File: src/rtl/cmp_pkg.sv
// Shared types for the digit-serial magnitude comparator: FSM states,
// one-hot result encoding and the 7485-style cascade priority rule.
package cmp_pkg;

  typedef enum logic [1:0] {
    IDLE,
    SCAN,
    DONE
  } cmp_state_e;

  // One-hot result {lt, eq, gt}
  typedef logic [2:0] cmp_res_t;

  localparam cmp_res_t CMP_LT = 3'b100;
  localparam cmp_res_t CMP_EQ = 3'b010;
  localparam cmp_res_t CMP_GT = 3'b001;

  // Cascade priority eq > lt > gt; no cascade input asserted means equal.
  function automatic cmp_res_t cascade_resolve(input logic lt, input logic eq, input logic gt);
    if (eq) begin
      return CMP_EQ;
    end else if (lt) begin
      return CMP_LT;
    end else if (gt) begin
      return CMP_GT;
    end else begin
      return CMP_EQ;
    end
  endfunction

endpackage

File: src/rtl/digit_cmp.sv
// Combinational magnitude compare of one DIGIT-bit digit pair (unsigned).
module digit_cmp #(
  parameter int unsigned DIGIT = 4
) (
  input  logic [DIGIT-1:0] a,
  input  logic [DIGIT-1:0] b,
  output logic             lt_c,
  output logic             eq_c,
  output logic             gt_c
);

  assign lt_c = (a < b);
  assign eq_c = (a == b);
  assign gt_c = (a > b);

endmodule

File: src/rtl/serial_mag_cmp.sv
// Digit-serial MSB-first magnitude comparator with early termination,
// per-transaction signed mode, cascade inputs and valid/ready on both sides.
module serial_mag_cmp
  import cmp_pkg::*;
#(
  parameter int unsigned WIDTH = 16,
  parameter int unsigned DIGIT = 4
) (
  input  logic                               clk,
  input  logic                               rst,
  input  logic                               in_valid,
  output logic                               in_ready,
  input  logic [WIDTH-1:0]                   a,
  input  logic [WIDTH-1:0]                   b,
  input  logic                               is_signed,
  input  logic                               casc_lt,
  input  logic                               casc_eq,
  input  logic                               casc_gt,
  output logic                               out_valid,
  input  logic                               out_ready,
  output logic                               lt,
  output logic                               eq,
  output logic                               gt,
  output logic [$clog2(WIDTH/DIGIT+1)-1:0]   digits
);

  localparam int unsigned NDIG  = WIDTH / DIGIT;
  localparam int unsigned IDX_W = (NDIG > 1) ? $clog2(NDIG) : 1;
  localparam int unsigned CNT_W = $clog2(NDIG + 1);
  localparam logic [WIDTH-1:0] MSB_MASK = WIDTH'(1) << (WIDTH - 1);

  if (DIGIT < 1 || (WIDTH % DIGIT) != 0) begin : g_bad_params
    $fatal(1, "serial_mag_cmp: WIDTH must be a nonzero multiple of DIGIT");
  end

  cmp_state_e                   state;
  logic [NDIG-1:0][DIGIT-1:0]   a_r;
  logic [NDIG-1:0][DIGIT-1:0]   b_r;
  logic [2:0]                   casc_r;
  logic [IDX_W-1:0]             idx;
  cmp_res_t                     res;
  logic                         accept;
  logic                         dig_lt;
  logic                         dig_eq;
  logic                         dig_gt;

  assign in_ready = !rst && (state == IDLE || (state == DONE && out_ready));
  assign accept   = in_valid && in_ready;

  assign lt = res[2];
  assign eq = res[1];
  assign gt = res[0];

  // Flipping the sign bit maps two's-complement order onto unsigned order,
  // and it only ever lands in the top digit.
  always_ff @(posedge clk) begin
    if (accept) begin
      a_r    <= a ^ (is_signed ? MSB_MASK : '0);
      b_r    <= b ^ (is_signed ? MSB_MASK : '0);
      casc_r <= {casc_lt, casc_eq, casc_gt};
    end
  end

  digit_cmp #(.DIGIT(DIGIT)) u_digit_cmp (
    .a    (a_r[idx]),
    .b    (b_r[idx]),
    .lt_c (dig_lt),
    .eq_c (dig_eq),
    .gt_c (dig_gt)
  );

  always_ff @(posedge clk) begin
    if (rst) begin
      state     <= IDLE;
      out_valid <= 1'b0;
      res       <= '0;
      digits    <= '0;
      idx       <= '0;
    end else begin
      case (state)
        IDLE: begin
          if (accept) begin
            idx   <= IDX_W'(NDIG - 1);
            state <= SCAN;
          end
        end
        SCAN: begin
          if (!dig_eq) begin
            res       <= cmp_res_t'({dig_lt, dig_eq, dig_gt});
            digits    <= CNT_W'(NDIG - 32'(idx));
            out_valid <= 1'b1;
            state     <= DONE;
          end else if (idx != '0) begin
            idx <= idx - IDX_W'(1);
          end else begin
            res       <= cascade_resolve(casc_r[2], casc_r[1], casc_r[0]);
            digits    <= CNT_W'(NDIG);
            out_valid <= 1'b1;
            state     <= DONE;
          end
        end
        DONE: begin
          if (out_ready) begin
            out_valid <= 1'b0;
            if (in_valid) begin
              idx   <= IDX_W'(NDIG - 1);
              state <= SCAN;
            end else begin
              state <= IDLE;
            end
          end
        end
        default: begin
          state     <= IDLE;
          out_valid <= 1'b0;
        end
      endcase
    end
  end

endmodule

File: config.mk
export PLATFORM = sky130hd
export DESIGN_NAME = serial_mag_cmp
export DESIGN_NICKNAME = d
export VERILOG_FILES = /design/src/rtl/cmp_pkg.sv /design/src/rtl/digit_cmp.sv /design/src/rtl/serial_mag_cmp.sv
export SDC_FILE = /design/constraint.sdc
export NUM_CORES = 1
export LEC_CHECK = 0
export BUFFER_PORTS_ARGS = -buffer_cell sky130_fd_sc_hd__clkbuf_2
export CORE_ASPECT_RATIO = 0.8
export CORE_MARGIN = 2
export CORE_UTILIZATION = 52
export DETAILED_ROUTE_END_ITERATION = 6
export PLACE_DENSITY = 0.78
export SETUP_SLACK_MARGIN = 0.15
export SYNTH_ARGS = -nofsm -noshare
export SYNTH_HDL_FRONTEND = slang
export SYNTH_SLANG_ARGS = --single-unit
export TNS_END_PERCENT = 5
File: constraint.sdc
create_clock -name clk -period 6.08 [get_ports clk]
set_clock_uncertainty 0.1 [all_clocks]
set_input_delay 0.304 -clock clk [delete_from_list [all_inputs] [get_ports clk]]
set_output_delay 0.304 -clock clk [all_outputs]
set_load 0.01 [all_outputs]
; ---- Word level (Yosys, flattened, before mapping)
; Cells that the tools add are included.
; W data, S select, Z words.
[classes]
mux = 28
magnitude_cmp = 3
bitwise = 3
n_eq_ne = 10
n_reduce_logical = 12
n_addsub = 2
[ops]
columns = op, n
row1 = $xor A16 B16 Y16, 2
row2 = $mux W2, 10
row3 = $mux W3, 6
row4 = $bmux W4 S2, 2
row5 = $mux W16, 1
row6 = $ne A2 B2 Y1 const B, 6
row7 = $pmux W2 S3, 2
row8 = $mux W4, 2
row9 = $reduce_and A3 Y1, 2
row10 = $reduce_and A6 Y1, 1
row11 = $eq A4 B4 Y1, 1
row12 = $gt A4 B4 Y1, 1
row13 = $lt A4 B4 Y1, 1
row14 = $mux W1, 4
row15 = $logic_and A1 B1 Y1, 3
row16 = $lt A2 B3 Y1 const B, 1
row17 = $ne A3 B3 Y1 const B, 1
row18 = $pmux W1 S3, 1
row19 = $reduce_bool A3 Y1, 1
row20 = $sub A3 B2 Y3 const A, 1
row21 = $eq A2 B1 Y1 const B, 1
row22 = $eq A2 B2 Y1 const B, 1
row23 = $logic_not A2 Y1, 1
row24 = $reduce_and A2 Y1, 1
row25 = 5 further kinds, 5
[word_totals]
register_bits = 46
in_bits = 40

; ---- Depth between registers and ports, before layout
; Gate-level depths: netlist (run 1).
[logic_depth]
word_depth = 7
ltp_mapped = 8

; ---- Modules after synthesis
; From an unflattened synthesis (run 1), not the netlist that was laid out.
[hier_totals]
hier_cells = 122
hier_area_um2 = 1943.1
[modules_own_cells]
columns = module, cells_each, area_per_inst_um2, instances, seq_area_each_um2
row1 = serial_mag_cmp, 106, 1814.2, 1, 1271.2
row2 = digit_cmp, 16, 128.9, 1, 0.0

; ---- Least setup slack after synthesis (run 1)
; Ideal clock, no wire load.
[synth_path]
path_type = input to register
startpoint = in rst
endpoint = reg a_r[0] in the netlist's numbering, enable pin
required_time_ns = 5.465
path_slack_ns = 1.563
n_path_buf = 1
stages = 2
setup_ns = 0.515
t_arrival_ns = 3.903
path_cell_list = clkbuf_1 > nor4_1
[synth_between]
elab_chain_cells = 3
[synth_rtl]
columns = item, line
row1 = from (decl), serial_mag_cmp.sv:10  ; input logic rst,
row2 = $logic_not A1 Y1, serial_mag_cmp.sv:47  ; assign in_ready = !rst && (state == IDLE || (state == DONE && out_ready));
row3 = $logic_and A1 B1 Y1, serial_mag_cmp.sv:47
row4 = $logic_and A1 B1 Y1, serial_mag_cmp.sv:48  ; assign accept = in_valid && in_ready;
row5 = via accept, serial_mag_cmp.sv:42  ; logic accept;
row6 = to (signal assigned), serial_mag_cmp.sv:58  ; a_r <= a ^ (is_signed ? MSB_MASK : '0);
row7 = to (decl), serial_mag_cmp.sv:37  ; logic [NDIG-1:0][DIGIT-1:0] a_r;
; The timed path passes the listed nets, and every way through them passes these cells.
; A chain may end at the register's enable or synchronous reset.

; ---- Worst setup path in the final report (run 1)
[layout_path]
startpoint = reg idx[0]
endpoint = reg res[0]
[layout_between]
elab_chain_cells = 5
elab_cells_between_ends = 10
[layout_rtl]
columns = item, line
row1 = from (decl), serial_mag_cmp.sv:40  ; logic [IDX_W-1:0] idx;
row2 = from (signal assigned), serial_mag_cmp.sv:83  ; idx <= IDX_W'(NDIG - 1);
row3 = from (signal assigned), serial_mag_cmp.sv:94  ; idx <= idx - IDX_W'(1);
row4 = from (signal assigned), serial_mag_cmp.sv:106  ; idx <= IDX_W'(NDIG - 1);
row5 = "$bmux W4 S2, on equally long branches", "serial_mag_cmp.sv:65, serial_mag_cmp.sv:66"
row6 = "$mux W4, on equally long branches", "serial_mag_cmp.sv:65, serial_mag_cmp.sv:66"
row7 = $eq A4 B4 Y1, digit_cmp.sv:13  ; assign eq_c = (a == b);
row8 = $ne A2 B2 Y1 (no source line), -
row9 = $reduce_and A2 Y1 (no source line), -
row10 = to (signal assigned), serial_mag_cmp.sv:89  ; res <= cmp_res_t'({dig_lt, dig_eq, dig_gt});
row11 = to (signal assigned), serial_mag_cmp.sv:96  ; res <= cascade_resolve(casc_r[2], casc_r[1], casc_r[0]);
row12 = to (decl), serial_mag_cmp.sv:41  ; cmp_res_t res;
; Several ways; a longest one is shown, not always the timed one. The select of a mux whose other input is x is not followed.

==> run_results.csv, run 1 <==
group,metric,value,unit
outcome,outcome,"finished, final reports clean",
logic_synthesis,async_flop_share,0,
sta,finalSetupViolations,0,
sta,timing.final.crit_period,2.70,ns
logic_synthesis,synthTopCellsByCount,"edfxtp_1, a21oi_1, dfxtp_1",
pwr,comb_power_share,0.111,
pwr,switching_power,0.145,mW
cells_and_area,postLayoutCellArea,0.00228,mm^2
detailed_routing,drt_wl_total,3220,um
grt,grt_first_pass_wirelength,5540,um
logic_synthesis,yosysUniqueCellTypes,35,
clock_network,clock_path_buffers,2,
logic_synthesis,synthXorXnorAreaFrac,0.00926,
clock_network,numCtsBuffers,5,
pwr,p_leak,0.892,nW
critical_path,critical_path_class,"reg -> reg",
critical_path,arrival,2.79,ns
clock_network,hold_buffers,0,
logic_synthesis,ys_ff_latch,46,
clock_network,cts_resized,0,
sta,fin_ws,3.38,ns
logic_synthesis,synthAdderAreaFrac,0.0331,
pwr,peakVddDrop,0.000200,V
logic_synthesis,ys_warn_count,0,
logic_synthesis,yosys-top-cells-area,"edfxtp_1, dfxtp_1, mux4_2",
logic_synthesis,yosys.area_share.simple,0.0807,
sta,fmax,371,MHz
detailed_routing,routedWlPerCell,14.9,um
sta,slew_headroom,0.592,
logic_synthesis,synth.area.mux_share,0.0952,
logic_synthesis,seq_area_frac_synth,0.672,
sta,finalHoldViolCount,0,
sta,maxSlewViolCount,0,
logic_synthesis,syn-instance-count,122,
logic_synthesis,synthesis.nets,167,
critical_path,crit_path_start_kind,"flip-flop",
pwr,p_total,0.663,mW
logic_synthesis,synth_edf_count,35,
logic_synthesis,yosysTopAreaCell,"edfxtp_1",
grt,grt_use_total,0.183,
detailed_routing,drt_iter0_drc,115,
logic_synthesis,avgSynthCellArea,15.5,um^2
die,initial_core_util,0.549,
die,die_w,71.4,um
run,cap_violations,0,
placement,dp_hpwl,2310,um
pwr,clkPwrFrac,0.334,
cells_and_area,diodes,0,
critical_path,required,6.18,ns
logic_synthesis,yosysTopAreaCellShare,0.556,
placement,numPortBuffers,47,
grt,grt_pass1_vias,1180,
critical_path,worst_setup_path_end_kind,"flip-flop",
grt,antenna_found_initial,0,
die,core,0.00345,mm^2
logic_synthesis,yosysMostFrequentCell,"edfxtp_1",
clock_network,cts_tree,"built",
logic_synthesis,synth_compound_area_frac,0.0774,
placement,place_area,0.00217,mm^2
cells_and_area,syn2layout_area_growth,20.3,%
cells_and_area,final_nets,218,
min_path,hold_class,"in -> reg",
grt,grt_remaining_overflow,0,
critical_path,cp_max_fo,11,
cells_and_area,fin_util,0.660,
detailed_routing,drtAntennaViolNets,0,
detailed_routing,vias,1148,
detailed_routing,drc_errors,0,
placement,place_ws,3.40,ns
clock_network,clock_latency,0.30,ns
pwr,p_int,0.517,mW
placement,place_inst,208,
pwr,switching_share,0.219,
logic_synthesis,synth_ff_type,"edfxtp_1",
sta,tns,0,ns
logic_synthesis,synth_area,0.00189,mm^2
pwr,seq_power_share,0.555,
detailed_routing,drt_first_pass_iters,5,
die,num_rows,19,
grt,grt_max_degree,36,
clock_network,cts.sinks,46,
die,pin_count,48,
clock_network,cts.clk_slew.worst_paths,0.08,ns
sta,worstMarginPinSlew,0.611,ns
sta,whs,0.0732,ns
sta,post-route-period-util,0.443,
sta,rsz0062_at_grt,"no",
logic_synthesis,synth_top_family_by_area,"multiplexers",
pwr,powerDensity,291,mW/mm^2
clock_network,cts-root-buf,"clkbuf_8",
detailed_routing,via_per_inst,5.31,
clock_network,post_cts_buffers,0,
placement,place_congestion,0.834,
cells_and_area,drive_gt1_frac,0.402,
die,design.die.area,0.00414,mm^2
die,die_h,58.0,um
clock_network,htree_levels,2,
cells_and_area,final_cells,216,
power by group through the flow:
stage	clock (mW)	combinational (mW)	sequential (mW)
after floorplan	0	0.0532	0.370
after global routing	0.243	0.0824	0.371
final	0.221	0.0734	0.368
after CTS	0.228	0.0738	0.368
after global placement	0	0.0713	0.374
after detailed placement	0	0.0733	0.376
final timing paths:
kind | slack, ns | end | startpoint | depth (start not counted)
hold / removal | 0.07 | b_r[1] | b[1] | 1
setup / recovery | 3.38 | res[0] | idx[0] | 6
hold reg to reg | 0.39 | digits[2] | digits[2] | 2
setup reg to reg | 3.38 | res[0] | idx[0] | 6
area by class of cell:
cell class	instances	area, um^2
clock inverter	2	37.5
fill	242	1170
clock buffer	6	72.6
sequential	46	1270
timing repair buffer	48	243
inverter	9	33.8
multi-input combinational	63	566
tap	42	52.6
sequential cells by signal, indices dropped and copies added (netlist names):
signal and flops:
b_r 16, state 2, idx 2, out_valid 1
digits 3, casc_r 3, res 3, a_r 16
cell usage in the layout, fill, tap and decap left out:
cell type | synthesis | routed
clkbuf_2 | 0 | 47
edfxtp_1 | 35 | 35
a21oi_1 | 11 | 11
dfxtp_1 | 11 | 11
mux4_2 | 8 | 8
inv_1 | 8 | 8
nor2_1 | 8 | 8
ha_1 | 5 | 5
clkbuf_8 | 0 | 5
nand2b_1 | 3 | 3
nor2b_4 | 2 | 2
xor2_1 | 2 | 2
o21ai_0 | 2 | 2
a21o_1 | 2 | 2
nand2_1 | 2 | 2
a22oi_1 | 2 | 2
nor4_2 | 0 | 1
nor3_1 | 1 | 1
nand4_1 | 1 | 1
o21ai_2 | 1 | 1
inv_2 | 1 | 1
nor3b_1 | 1 | 1
nand3b_1 | 1 | 1
and2_1 | 1 | 1
o31ai_1 | 1 | 1
nor3b_2 | 1 | 1
a221o_1 | 1 | 1
a21oi_2 | 1 | 1
nor2b_1 | 1 | 1
o211ai_1 | 1 | 1
nand3_1 | 1 | 1
a32oi_1 | 1 | 1
and3_1 | 1 | 1
clkbuf_1 | 1 | 1
clkinvlp_4 | 0 | 1
bufinv_16 | 0 | 1
buf_4 | 1 | 1
critical path, stage by stage (launching register included):
cell      delay (ns)
dfxtp_1         0.72
mux4_2          0.59
ha_1            0.33
nand4_1         0.22
o21ai_2         0.35
nand2b_1        0.10
and3_1          0.18
cell families after synthesis:
group                      after synthesis
xor gates and xnor gates                 2
and+or+nand+nor                         25
buffers and inverters                   13
muxes                                    8
AOI/OAI and AO/OA                       23
adders and majority gates                5
DFF                                     46
layer usage:
layer | up-vias | track usage | part of all wire
li1 | 561 | - | -
met1 | 544 | 0.236 | 0.43
met2 | 36 | 0.278 | 0.48
met3 | 7 | 0.0609 | 0.063
met4 | 0 | 0.0997 | 0.025
met5 | - | 0 | 0
(Power assumes the default switching activity.)
==> run 2: changes to the inputs <==
Clock period 6.08 ns to 2.55 ns, I/O delays scaled along.
==> run 2 against run 1 <==
Critical endpoint unchanged. Cell count is 16% higher. Sequential power is 140% higher. Register-to-register slack got worse by 3.1 ns. Sequential cell count unchanged. Worst hold slack got worse by 0.038 ns. Highest routed layer unchanged. Critical path depth up 2. Largest cell class unchanged. Global-route usage increased by 3.1 points. Clock power increased by 140%. Largest power group unchanged.
==> run_results.csv, run 2 (synthesized netlist as in run 1, its figures left out) <==
group,metric,value,unit
detailed_routing,drtAntennaViolNets,0,
cells_and_area,multiInputGateArea,591,um^2
pwr,powerDensity,622,mW/mm^2
clock_network,numCtsBuffers,5,
clock_network,clock_latency,0.30,ns
cells_and_area,ff_latch_area,0.00127,mm^2
detailed_routing,routedWlPerCell,16.3,um
placement,place_inst,209,
critical_path,cp_max_fo,8,
clock_network,cts_tree,"built",
grt,antenna_found_initial,0,
critical_path,required,2.65,ns
sta,worstMarginPinSlew,0.441,ns
grt,grt_pass1_vias,1372,
grt,grt_first_pass_wirelength,6380,um
cells_and_area,final_common_cell,"clkbuf_2",
die,die_h,58.0,um
cells_and_area,postLayoutCellArea,0.00266,mm^2
detailed_routing,drt_iter0_drc,71,
placement,place_congestion,0.836,
clock_network,htree_levels,2,
critical_path,crit_path_start_kind,"flip-flop",
critical_path,critical_path_class,"reg -> reg",
sta,timing.final.crit_period,2.31,ns
detailed_routing,vias,1329,
placement,dp_hpwl,2310,um
die,pin_count,48,
critical_path,cpLargestDelayFamily,"multiplexers",
pwr,peakVddDrop,0.000501,V
sta,whs,0.0357,ns
sta,finalHoldViolCount,0,
cells_and_area,syn2layout_area_growth,40.6,%
die,core,0.00345,mm^2
die,initial_core_util,0.549,
critical_path,crit_chain,"buf_12, mux4_2, ha_1, nand4_1, buf_4, o21ai_4, nand2b_1, and3_1",
clock_network,cts.sinks,46,
grt,grt_max_degree,36,
sta,rsz0062_at_grt,"yes",
placement,place_area,0.00219,mm^2
sta,fmax,432,MHz
run,cap_violations,0,
die,num_rows,19,
grt,grt_remaining_overflow,0,
clock_network,clock_path_buffers,2,
sta,fin_ws,0.236,ns
detailed_routing,drc_errors,0,
critical_path,cp_num_buf_inv,2,
outcome,outcome,"finished, final reports clean",
critical_path,cpPeakStageDelay,0.50,ns
cells_and_area,final_cell_mix,"clkbuf_2, edfxtp_1, dlygate4sd3_1",
detailed_routing,drt_first_pass_iters,4,
cells_and_area,fillers,196,
cells_and_area,drive_gt1_frac,0.354,
die,die_w,71.4,um
sta,tns,0,ns
sta,maxSlewViolCount,0,
cells_and_area,fin_util,0.772,
critical_path,arrival,2.41,ns
cells_and_area,final_nets,253,
sta,post-route-period-util,0.907,
critical_path,worst_setup_path_end_kind,"flip-flop",
clock_network,cts-root-buf,"clkbuf_8",
sta,slew_headroom,0.706,
min_path,hold_class,"in -> reg",
cells_and_area,diodes,0,
sta,finalSetupViolations,0,
detailed_routing,drt_wl_total,4090,um
die,design.die.area,0.00414,mm^2
cells_and_area,top_regs,"a_r (16), b_r (16)",
placement,numPortBuffers,47,
clock_network,cts.clk_slew.worst_paths,0.08,ns
placement,place_ws,0.0910,ns
cells_and_area,final_cells,251,
grt,grt_use_total,0.214,
pwr,p_total,1.66,mW
detailed_routing,via_per_inst,5.29,
pwr,p_leak,1.06,nW
critical_path,critPathSlowestCell,"mux4_2",
[run 2: power breakdown]
group	switching (mW)	internal [mW]
Clock	0.241	0.292
Sequential	0.0249	0.849
Combinational	0.110	0.138
[run 2: layout make-up]
type                    instances  area share
flip-flops and latches         46       0.478
repair buffers                 83       0.226
multi-input cells              63       0.222
clock buffers                   6      0.0273
well taps                      42      0.0198
clock inverters                 2      0.0141
inverters                       9      0.0127
[run 2: metal layers]
| layer | track usage | share of wire |
|---|---|---|
| met3 | 0.0696 | 0.044 |
| met4 | 0.0566 | 0.019 |
| met2 | 0.380 | 0.53 |
| met5 | 0 | 0 |
| met1 | 0.253 | 0.41 |
[run 2: repair_timing]
action | in CTS | in global routing
hold buffers | 33 | 0
hold endpoints to repair | 33 | 0
buffers inserted | 1 | 0
gates resized for setup | 1 | 4
pin swaps | 1 | 0
setup endpoints to repair | 7 | 8
[run 2: worst paths after layout]
kind,startpoint,end,slack [ns],depth (start not counted)
worst max register to register,idx[0],res[0],0.24,8
worst max-delay path,idx[0],res[0],0.24,8
worst min register to register,res[1],res[1],0.36,2
worst min-delay path,b[15],b_r[15],0.04,2
[run 2: worst reg2reg max path: cells and delay by family (launching register included)]
kind,cells,cell delay (ns)
AO/OA/AOI/OAI,1,0.21
adder cells (fa/ha/maj),1,0.35
buffers and inverters,2,0.32
flip-flops,1,0.38
multiplexers,1,0.51
AND/OR/NAND/NOR,3,0.36
